## src/rtl/pattern_loader_if.sv

```systemverilog
// Parallel word bus feeding the pattern loader.
// The source drives word_in/word_valid and the loader answers with word_ready.
interface pattern_loader_if #(
    parameter int WORD_W = 32
);
    logic [WORD_W-1:0] word_in;
    logic              word_valid;
    logic              word_ready;

    modport master (output word_in, output word_valid, input word_ready);
    modport slave  (input word_in, input word_valid, output word_ready);
endinterface

```

## src/rtl/pattern_loader.sv

```systemverilog
// Pattern loader: collects PAT_BITS/WORD_W parallel words into a buffer, then streams
// the buffer MSB first on prgm with enable high for exactly PAT_BITS cycles.
//
// state | meaning
// IDLE  | waiting for a start pulse
// FILL  | accepting words into the buffer, first word lands in the top slot
// SHIFT | prgm = buffer MSB, enable high, buffer shifts left each cycle
// DONE  | one-cycle done pulse, then back to IDLE
module pattern_loader #(
    parameter int PAT_BITS = 256,
    parameter int WORD_W   = 32
) (
    input  logic            clk,
    input  logic            clr,
    input  logic            start,
    input  logic            abort,
    pattern_loader_if.slave wbus,
    output logic            prgm,
    output logic            enable,
    output logic            busy,
    output logic            done
);
    localparam int NW  = PAT_BITS / WORD_W;
    localparam int WCW = $clog2(NW) + 1;
    localparam int BCW = $clog2(PAT_BITS) + 1;
    localparam int IW  = (PAT_BITS > 1) ? $clog2(PAT_BITS) : 1;

    typedef enum logic [1:0] {IDLE, FILL, SHIFT, DONE} state_t;

    state_t              state;
    logic [PAT_BITS-1:0] pat_buf;
    logic [WCW-1:0]      word_cnt;
    logic [BCW-1:0]      bit_cnt;
    logic [IW-1:0]       slot_lsb;

    // Word k goes to slot NW-1-k so the first word ends up holding the MSBs.
    assign slot_lsb = IW'((NW - 1 - int'(word_cnt)) * WORD_W);

    // enable is a register cleared by clr, so prgm also drops asynchronously.
    assign prgm = enable & pat_buf[PAT_BITS-1];

    always_ff @(posedge clk or negedge clr) begin
        if (!clr) begin
            state           <= IDLE;
            pat_buf         <= '0;
            word_cnt        <= '0;
            bit_cnt         <= '0;
            wbus.word_ready <= 1'b0;
            enable          <= 1'b0;
            busy            <= 1'b0;
            done            <= 1'b0;
        end else if (abort) begin
            state           <= IDLE;
            word_cnt        <= '0;
            bit_cnt         <= '0;
            wbus.word_ready <= 1'b0;
            enable          <= 1'b0;
            busy            <= 1'b0;
            done            <= 1'b0;
        end else begin
            case (state)
                IDLE: begin
                    if (start) begin
                        state           <= FILL;
                        word_cnt        <= '0;
                        bit_cnt         <= '0;
                        wbus.word_ready <= 1'b1;
                        busy            <= 1'b1;
                    end
                end
                FILL: begin
                    if (wbus.word_valid) begin
                        pat_buf[slot_lsb +: WORD_W] <= wbus.word_in;
                        word_cnt                    <= word_cnt + 1'b1;
                        if (word_cnt == WCW'(NW - 1)) begin
                            state           <= SHIFT;
                            wbus.word_ready <= 1'b0;
                            enable          <= 1'b1;
                        end
                    end
                end
                SHIFT: begin
                    pat_buf <= {pat_buf[PAT_BITS-2:0], 1'b0};
                    bit_cnt <= bit_cnt + 1'b1;
                    if (bit_cnt == BCW'(PAT_BITS - 1)) begin
                        state  <= DONE;
                        enable <= 1'b0;
                        done   <= 1'b1;
                    end
                end
                DONE: begin
                    state    <= IDLE;
                    word_cnt <= '0;
                    bit_cnt  <= '0;
                    done     <= 1'b0;
                    busy     <= 1'b0;
                end
                default: begin
                    state <= IDLE;
                end
            endcase
        end
    end
endmodule

```

## src/flat_wrapper.sv

```systemverilog
// flat-port wrapper written by rule: the top's interface ports become plain ports
module pattern_loader_flat 
#(
    parameter int PAT_BITS = 256,
    parameter int WORD_W   = 32
)
  (clk, clr, start, abort, prgm, enable, busy, done, wbus_word_in, wbus_word_valid, wbus_word_ready);
  pattern_loader_if #(.WORD_W(WORD_W)) wbus_i ();
  input  logic clk;
  input  logic clr;
  input  logic start;
  input  logic abort;
  output logic prgm;
  output logic enable;
  output logic busy;
  output logic done;
  input wire logic [$bits(wbus_i.word_in)-1:0] wbus_word_in;
  input wire logic [$bits(wbus_i.word_valid)-1:0] wbus_word_valid;
  output wire logic [$bits(wbus_i.word_ready)-1:0] wbus_word_ready;
  assign wbus_i.word_in = wbus_word_in;
  assign wbus_i.word_valid = wbus_word_valid;
  assign wbus_word_ready = wbus_i.word_ready;
  pattern_loader #(.PAT_BITS(PAT_BITS), .WORD_W(WORD_W)) u_core (.clk(clk), .clr(clr), .start(start), .abort(abort), .wbus(wbus_i), .prgm(prgm), .enable(enable), .busy(busy), .done(done));
endmodule
```

## config.mk

```make
export PLATFORM = sky130hd
export DESIGN_NAME = pattern_loader_flat
export DESIGN_NICKNAME = d
export VERILOG_FILES = /design/src/rtl/pattern_loader_if.sv /design/src/rtl/pattern_loader.sv /design/src/flat_wrapper.sv
export SDC_FILE = /design/constraint.sdc
export NUM_CORES = 1
export LEC_CHECK = 0
export BUFFER_PORTS_ARGS = -buffer_cell sky130_fd_sc_hd__buf_4
export CAP_MARGIN = 20
export CORE_ASPECT_RATIO = 1.5
export CORE_MARGIN = 3
export CORE_UTILIZATION = 45
export DETAILED_ROUTE_END_ITERATION = 16
export GPL_TIMING_DRIVEN = 0
export SLEW_MARGIN = 20
export SYNTH_ARGS = -nofsm -noshare
export SYNTH_HDL_FRONTEND = slang
export SYNTH_SLANG_ARGS = --single-unit
```

## constraint.sdc

```tcl
create_clock -name clk -period 2.7 [get_ports clk]
set_input_delay 0.135 -clock clk [delete_from_list [all_inputs] [get_ports clk]]
set_output_delay 0.135 -clock clk [all_outputs]
set_load 0.05 [all_outputs]
```

==> flow_metrics.tcl <==
set metrics [dict create \
    status "finished, final reports clean" \
    clk_latency_ps 550 \
    switching_power_mw 5.26 \
    sw_frac_of_total_pct 36.9 \
    maxCapViolCount 0 \
    die-area_um2 31700 \
    track_usage_pct 24.4 \
    pwr-share-clk_pct 27.5 \
    layout.cells.non_filler 1859 \
    timing.rr.start "u_core.word_cnt[1]" \
    synth_simple_gate_area_share_pct 8.58 \
    critPathCapture "u_core.pat_buf[46]" \
    fp.dieH_um 217 \
    slowest_stage "dfrtp_1" \
    path_class "register to register" \
    ios 42 \
    vdd_ir_drop_max_mv 0.599 \
    cp_num_cells 9 \
    setup_viol 0 \
    ys_seq_elements 275 \
    power_leakage_nw 6.76 \
    routabilityCongestion 0.836 \
    ys_seq_area_share_pct 51.7 \
    core_area_um2 28900 \
    hp-class "primary input to asynchronous set/reset pin" \
    cts_made_buffers 27 \
    synth-edff-count 0 \
    cts_tree "built" \
    p_int_mw 9.00 \
    hpwl_mm 27.4 \
    drc 0 \
    cts_num_sinks 275 \
    yosysUniqueCellTypes 49 \
    hold_violations 0 \
    multi_input_area_um2 5780 \
    setup_tns_ps 0 \
    worstRegToRegCells 9 \
    synthXorXnorAreaFrac_pct 0 \
    slowest_delay_ps 420 \
    worst-r2r-setup-slack_ps 140 \
    synthArstFlopShare_pct 100 \
    insertedDiodeCount 0 \
    dp_cells 1771 \
    clk_pin_slew_ps 70 \
    viasPerCell 6.01 \
    synthCells 1337 \
    crit_path_cell_trace "ha_1 > ha_1 > buf_4 > and4bb_1 > and2_1 > buf_2 > buf_4 > a22oi_1 > o21ai_0" \
    wl_mm 38.5 \
    path_max_fanout 10 \
    path_delay_family "buffers and inverters" \
    die_x_um 146 \
    grt_setup_unrepaired "false" \
    arrival_ps 2980 \
    drtIter0Drc 733 \
    fin_hold_ws_ps 11.5 \
    layout_min_cycle_time_ps 2560 \
    critPathBufInv 3 \
    synth.cell_area_um2 13300 \
    synth_compound_area_share_pct 26.2 \
    critPathLaunch "u_core.word_cnt[1]" \
    regArea_um2 6880 \
    fin_ws_ps 136 \
    start_kind "register" \
    period_share_pct 95.0 \
    synth_nets 1384 \
    power.density_nw_per_um2 920 \
    first_pass_iters 5 \
    start_util_pct 46.0 \
    r2r-end "u_core.pat_buf[46]" \
    crit_path_end_kind "register" \
    wl_per_cell_um 20.7 \
    cp.required_ps 3110 \
    fin_skew_ps 9.86 \
    finalMaxSlewViolations 0 \
    antenna_found_initial 1 \
    fmax_mhz 390 \
    nets 1498 \
    ys.flop_type "dfrtp_1" \
    synth_warnings 0 \
    area_delta_synth_final_pct 16.6 \
    cts_buffer_depth 3 \
    rows 76 \
    drtAntennaViolNets 0 \
    fill_cells 2718 \
    power_mw 14.3 \
    grt-ovfl-total 0 \
    pwr-share-seq_pct 37.7 \
    grt_pass1_vias 11460 \
    root_buffer "clkbuf_16" \
    dp_slack_ps -51.7 \
    syn_avg_cell_area_um2 9.95 \
    portBuffers 41 \
    htree_num_levels 1 \
    synth_fa_ha_area_share_pct 0.940 \
    p_comb_share_pct 34.9 \
    muxShareOfSynthArea_pct 7.67 \
    tightest_slew_ps 665 \
    synth_top_family_by_area "compound AO/OA/AOI/OAI gates" \
    grt_pass1_wl_mm 62.8 \
    grt_max_degree 94 \
    layout-drive-gt1-share_pct 11.4 \
    slew-limit-headroom_pct 55.7 \
    vias 11173 \
]
-- power groups by stage --
stage / Combinational [mW] / Sequential [mW] / Clock (mW)
after detailed placement: 4.90 / 5.43 / 0
after CTS: 4.97 / 5.36 / 3.99
after global placement: 4.80 / 5.41 / 0
after floorplan: 3.53 / 5.32 / 0
after global routing: 5.54 / 5.46 / 4.15
final: 4.97 / 5.37 / 3.92
-- placed cells by master (no fill, tap or decap), types with 34 or more instances in the layout --
cell type and instances:
dfrtp_1 275, o22ai_1 162, nand2_1 146, a21oi_1 136, a22oi_1 124, mux2i_1 102
o21ai_0 97, clkbuf_1 63, buf_4 59, o21ai_1 45, buf_2 40, dlygate4sd3_1 36
or3_1 34
-- state kept, by name, summed over array words and instances (netlist names) --
signal                  flops
u_core.bit_cnt              9
u_core.busy                 1
u_core.done                 1
u_core.enable               1
u_core.pat_buf            256
u_core.state                2
u_core.wbus.word_ready      1
u_core.word_cnt             4
-- final cells by class --
cell class	count	area share (%)
flip-flops and latches	275	44.4
multi-input cells	929	37.2
repair buffers	85	5.21
clock buffers	38	5.20
plain buffers	127	4.07
well taps	390	3.15
clock inverters	9	0.613
inverters	6	0.145
-- how the worst min path moves through the flow --
stage                                    to  depth (start not counted)  slack (ps)            start
after floorplan           u_core.bit_cnt[0]                          0        -160              clr
after global placement    u_core.pat_buf[1]                          3         460  wbus_word_in[1]
after detailed placement  u_core.bit_cnt[3]                          1         -20              clr
after CTS                 u_core.bit_cnt[3]                          2           5              clr
after global routing      u_core.bit_cnt[3]                          2          20              clr
final                     u_core.bit_cnt[3]                          2          10              clr
-- per-stage QoR --
step | cell area, um^2 | utilization, %
detailed placement | 14200 | 49.1
global placement | 14100 | 48.8
CTS | 15500 | 53.6
floorplan | 13300 | -
global route | 15500 | 53.7
finish | 15500 | 53.7
-- kinds of logic after synthesis --
kind of cell	after synthesis
fa+ha+maj	10
simple gates	234
buf+inv	133
mux	102
compound gates	583
flops	275
-- synth_stat cells (all sizes together), types with 10 or more instances --
cell type,number,area [um^2]
a21oi,136,681
a22oi,124,931
buf,64,392
clkbuf,63,236
dfrtp,275,6880
ha,10,125
mux2i,102,1020
nand2,146,548
nor2,13,56.3
o21ai,142,711
o22ai,162,1010
or3,35,224
-- repair_timing --
| action | 4_1_cts | 5_1_grt |
|---|---|---|
| setup endpoints to repair | 11 | 66 |
| pin swaps | 1 | 2 |
| gates cloned | 0 | 0 |
| setup buffers | 2 | 3 |
| resized for setup | 0 | 5 |
| hold buffers | 36 | 0 |
| hold endpoints to repair | 309 | 0 |
-- metal layers --
metal | track usage [%] | up-vias | routed length, um
li1 | - | 5246 | -
met1 | 29.8 | 5608 | 15400
met2 | 43.6 | 238 | 19900
met3 | 2.57 | 81 | 1470
met4 | 10.7 | 0 | 1820
met5 | 0 | - | 0
No activity file was read; power rests on OpenSTA's default activity.
